**config.mk**
```make
export PLATFORM = sky130hd
export DESIGN_NAME = c17_pipe_param
export DESIGN_NICKNAME = d
export VERILOG_FILES = /design/src/rtl/c17_pipe_param.sv
export SDC_FILE = /design/constraint.sdc
export NUM_CORES = 1
export LEC_CHECK = 0
export CORE_AREA = 4 4 41 43
export DETAILED_ROUTE_END_ITERATION = 12
export DIE_AREA = 0 0 45 47
export GPL_TIMING_DRIVEN = 0
export PLACE_DENSITY = 0.75
export SLEW_MARGIN = 20
export SYNTH_ARGS = -nofsm -noshare
export SYNTH_HDL_FRONTEND = slang
export SYNTH_HIERARCHICAL = 1
export SYNTH_SLANG_ARGS = --single-unit
```
**constraint.sdc**
```tcl
create_clock -name clk -period 2.98 [get_ports clk]
set_input_delay 0.447 -clock clk [delete_from_list [all_inputs] [get_ports clk]]
set_output_delay 0.447 -clock clk [all_outputs]
set_load 0.005 [all_outputs]
```
**src/rtl/c17_pipe_param.sv**
```systemverilog
// Parametrised, bit-level-pipelined ISCAS c17 NAND network with a valid/ready
// handshake, bubble-collapsing stage registers and an in-flight occupancy count.

module c17_pipe_param_stage #(
    parameter int DW = 1
) (
    input  logic          clk,
    input  logic          rst_n,
    input  logic          in_valid,
    output logic          in_ready,
    input  logic [DW-1:0] in_data,
    output logic          out_valid,
    input  logic          out_ready,
    output logic [DW-1:0] out_data
);
    logic          valid_q, valid_d;
    logic [DW-1:0] data_q, data_d;

    // An empty stage always accepts, so bubbles collapse even under a stall.
    assign in_ready  = !valid_q || out_ready;
    assign out_valid = valid_q;
    assign out_data  = data_q;

    always_comb begin
        valid_d = valid_q;
        data_d  = data_q;
        if (in_ready) begin
            valid_d = in_valid;
            if (in_valid) begin
                data_d = in_data;
            end
        end
    end

    always_ff @(posedge clk or negedge rst_n) begin
        if (!rst_n) begin
            valid_q <= 1'b0;
            data_q  <= '0;
        end else begin
            valid_q <= valid_d;
            data_q  <= data_d;
        end
    end
endmodule

module c17_pipe_param #(
    parameter int         WIDTH     = 1,
    parameter logic [2:0] PIPE_MASK = 3'b011
) (
    input  logic             clk,
    input  logic             rst_n,
    input  logic             in_valid,
    output logic             in_ready,
    input  logic [WIDTH-1:0] N1,
    input  logic [WIDTH-1:0] N2,
    input  logic [WIDTH-1:0] N3,
    input  logic [WIDTH-1:0] N6,
    input  logic [WIDTH-1:0] N7,
    output logic             out_valid,
    input  logic             out_ready,
    output logic [WIDTH-1:0] N22,
    output logic [WIDTH-1:0] N23,
    output logic [1:0]       occ
);
    localparam int L = $countones(PIPE_MASK);

    logic [4*WIDTH-1:0] lvl1_comb, lvl1_data;
    logic [3*WIDTH-1:0] lvl2_comb, lvl2_data;
    logic [2*WIDTH-1:0] lvl3_comb, lvl3_data;
    logic               lvl1_valid, lvl2_valid, lvl3_valid;
    logic               l1_ready, l2_ready, l3_ready;

    logic [WIDTH-1:0] l1_n10, l1_n11, l1_n2, l1_n7;
    logic [WIDTH-1:0] l2_n10, l2_n16, l2_n19;
    logic [WIDTH-1:0] n22_raw, n23_raw;

    // Level buses carry the NAND results plus the raw inputs later levels still need.
    assign lvl1_comb = {~(N1 & N3), ~(N3 & N6), N2, N7};
    assign l1_n10    = lvl1_data[3*WIDTH +: WIDTH];
    assign l1_n11    = lvl1_data[2*WIDTH +: WIDTH];
    assign l1_n2     = lvl1_data[1*WIDTH +: WIDTH];
    assign l1_n7     = lvl1_data[0       +: WIDTH];

    assign lvl2_comb = {l1_n10, ~(l1_n2 & l1_n11), ~(l1_n11 & l1_n7)};
    assign l2_n10    = lvl2_data[2*WIDTH +: WIDTH];
    assign l2_n16    = lvl2_data[1*WIDTH +: WIDTH];
    assign l2_n19    = lvl2_data[0       +: WIDTH];

    assign lvl3_comb = {~(l2_n10 & l2_n16), ~(l2_n16 & l2_n19)};
    assign n22_raw   = lvl3_data[WIDTH +: WIDTH];
    assign n23_raw   = lvl3_data[0     +: WIDTH];

    generate
        if (PIPE_MASK[0]) begin : g_reg1
            c17_pipe_param_stage #(.DW(4*WIDTH)) u_stage (
                .clk(clk), .rst_n(rst_n),
                .in_valid(in_valid), .in_ready(l1_ready), .in_data(lvl1_comb),
                .out_valid(lvl1_valid), .out_ready(l2_ready), .out_data(lvl1_data)
            );
        end else begin : g_wire1
            assign lvl1_valid = in_valid;
            assign lvl1_data  = lvl1_comb;
            assign l1_ready   = l2_ready;
        end

        if (PIPE_MASK[1]) begin : g_reg2
            c17_pipe_param_stage #(.DW(3*WIDTH)) u_stage (
                .clk(clk), .rst_n(rst_n),
                .in_valid(lvl1_valid), .in_ready(l2_ready), .in_data(lvl2_comb),
                .out_valid(lvl2_valid), .out_ready(l3_ready), .out_data(lvl2_data)
            );
        end else begin : g_wire2
            assign lvl2_valid = lvl1_valid;
            assign lvl2_data  = lvl2_comb;
            assign l2_ready   = l3_ready;
        end

        if (PIPE_MASK[2]) begin : g_reg3
            c17_pipe_param_stage #(.DW(2*WIDTH)) u_stage (
                .clk(clk), .rst_n(rst_n),
                .in_valid(lvl2_valid), .in_ready(l3_ready), .in_data(lvl3_comb),
                .out_valid(lvl3_valid), .out_ready(out_ready), .out_data(lvl3_data)
            );
        end else begin : g_wire3
            assign lvl3_valid = lvl2_valid;
            assign lvl3_data  = lvl3_comb;
            assign l3_ready   = out_ready;
        end
    endgenerate

    assign in_ready  = l1_ready;
    assign out_valid = lvl3_valid;

    generate
        if (L == 0) begin : g_comb_only
            assign N22 = n22_raw;
            assign N23 = n23_raw;
            assign occ = 2'd0;
        end else begin : g_piped
            logic       in_fire, out_fire;
            logic [1:0] occ_q, occ_d;

            // Outputs read zero while no result is held, so a reset flushes them too.
            assign N22      = n22_raw & {WIDTH{out_valid}};
            assign N23      = n23_raw & {WIDTH{out_valid}};
            assign in_fire  = in_valid && in_ready;
            assign out_fire = out_valid && out_ready;
            assign occ      = occ_q;

            always_comb begin
                occ_d = occ_q;
                if (in_fire && !out_fire) begin
                    occ_d = occ_q + 2'd1;
                end else if (!in_fire && out_fire) begin
                    occ_d = occ_q - 2'd1;
                end
            end

            always_ff @(posedge clk or negedge rst_n) begin
                if (!rst_n) begin
                    occ_q <= 2'd0;
                end else begin
                    occ_q <= occ_d;
                end
            end
        end
    endgenerate
endmodule

```
==> flow_metrics.tcl <==
set metrics [dict create \
    status "completed" \
    cts_tree "built" \
    route.met2.wl_um 376 \
    worst-path-buf-inv 2 \
    yosysSeqAreaShare_pct 52.1 \
    critPathMaxFanout 4 \
    synth_seq_cells 11 \
    area_delta_synth_final_pct 35.1 \
    maxSlewViolCount 0 \
    via_per_inst 4.41 \
    multiInputGateArea_um2 253 \
    start_util_pct 40.6 \
    setup_viol 0 \
    fin_setup_tns_ps 0 \
    fmax_ghz 0.462 \
    cp.arrival_ps 1720 \
    grt_pass1_wl_um 1410 \
    seqCellArea_um2 275 \
    layout.cells.most_common_list "clkdlybuf4s50_1 (14), dfrtp_1 (11), mux2_4 (7)" \
    gp_congestion 0.663 \
    syn_area_um2 528 \
    drtIter0Drc 0 \
    path_cells "clkdlybuf4s50_1, nand2b_4, nand2b_4, clkdlybuf4s50_1" \
    coreArea_um2 1300 \
    synth_cell_types 12 \
    top_layer_used "met3" \
    grt_max_degree 12 \
    antenna_found_initial 0 \
    grt-ovfl-total 0 \
    fp.dieH_um 47 \
    place_hpwl_um 688 \
    final_util_pct 54.8 \
    n_fill_cell 125 \
    grt_pass1_vias 319 \
    grtUsageTotal_pct 9.78 \
    totalWireLength_um 809 \
    insertion_delay_ps 260 \
    startpoint_type "input pin" \
    hold_violations 0 \
    antenna_cells 0 \
    die-area_um2 2120 \
    vias 309 \
    post_drt_wl_per_cell_um 11.6 \
    hold_path_class "flip-flop to flip-flop" \
    die_x_um 45 \
    slew_headroom_pct 68.4 \
    yosysWarnings 6 \
    syn_inst 37 \
    cts-root-buf "clkbuf_4" \
    leakagePower_uw 0.000333 \
    cts.sinks 11 \
    ioPinCount 15 \
    crit_type "input pin to primary output" \
    fin_worst_skew_ps 4.99 \
    ant_nets 0 \
    hold_buffers 0 \
    worstMarginPinSlew_ps 473 \
    irDropWorstVdd_uv 285 \
    rsz0062_at_grt "false" \
    htreeDepth 1 \
    synth_nets 47 \
    cp.required_ps 2530 \
    nNetsFinal 66 \
    powerDensity_nw_per_um2 633 \
    slowest_delay_ps 500 \
    clkTransAtPathRegs_ps 60 \
    drive_gt1_share_pct 25.5 \
    io_buffers 14 \
    wl_met1_um 362 \
    drc 0 \
    first_pass_iters 1 \
    finalCritPeriodShare_pct 72.6 \
    crit_slowest_cell "clkdlybuf4s50_1" \
    min_period_ps 2160 \
    path_delay_family "buffers and inverters" \
    met3_length_um 70 \
    cts_resized 0 \
    cap_violations 0 \
    cts_buffers 3 \
    row_count 13 \
    postCtsSetupBuffers 0 \
    cp-end-kind "primary output" \
    final_common_cell "clkdlybuf4s50_1" \
    syn_avg_cell_area_um2 14.3 \
    cts_buffer_depth 2 \
]
-- cell usage after synthesis --
cell type,count,area share [%]
or2b_1,2,2.8
nand2b_4,2,5.2
nand2_4,2,4.3
xnor2_1,1,1.7
and2_1,1,1.2
dfrtp_1,11,52
ha_1,1,2.4
nand2_1,5,3.6
xor2_1,2,3.3
nor2_1,1,0.71
a21boi_0,2,2.8
mux2_4,7,20
-- worst register-to-register path, stage by stage (launching register included) --
cell and delay (ps):
dfrtp_1 440, nand2b_4 90, nand2b_4 170, and2_1 150, ha_1 320, nor2_1 130
xor2_1 160
-- logic make-up after synthesis --
group | synth area share, %
adders and majority gates | 2.37
AOI/OAI and AO/OA | 2.84
and+or+nand+nor | 17.8
muxes | 19.9
DFF | 52.1
xor gates and xnor gates | 4.98
-- power breakdown --
part | switching, µW | internal, µW
Clock | 44.4 | 51.6
Combinational | 42.1 | 100
Sequential | 28.6 | 184
Total | 115 | 336
-- cell type report --
class,count,area share [%]
clock buffer,4,3.68
multi-input combinational,26,35.4
sequential,11,38.6
tap,15,2.63
timing repair buffer,14,19.6
-- metal layers --
| metal | vias to the layer above | global-route usage (%) |
|---|---|---|
| met1 | 138 | 11.9 |
| met4 | 0 | 3.51 |
| met5 | - | 0 |
| met3 | 0 | 4.60 |
| li1 | 160 | - |
| met2 | 11 | 15.3 |
-- through the flow --
stage / total power [µW] / setup slack, ps / hold slack [ps] / instance area (µm²) / instances
after floorplan: 284 / 1450 / 151 / 528 / 37
after global placement: 353 / 806 / 458 / 687 / 66
after detailed placement: 360 / 814 / 468 / 687 / 66
after CTS: 457 / 806 / 480 / 713 / 70
after global routing: 482 / 773 / 527 / 713 / 70
final: 451 / 817 / 478 / 713 / 70
-- state kept, by name (all words and copies together) (netlist names) --
signal / count
g_reg1.u_stage/out_data: 4
g_reg1.u_stage/out_valid: 1
g_reg2.u_stage/out_data: 3
g_reg2.u_stage/out_valid: 1
occ: 2
-- worst paths after layout --
check	start	to	slack (ps)	cells after the start
max in group asynchronous	rst_n	g_reg1.u_stage/out_valid	2150	1
min	occ[1]	occ[1]	480	1
min in group asynchronous	rst_n	g_reg1.u_stage/out_data[3]	510	1
max reg2reg	g_reg2.u_stage/out_valid	occ[1]	1450	6
max	out_ready	in_ready	820	4
min reg2reg	occ[1]	occ[1]	480	1
Power figures use the tool's default switching activity.
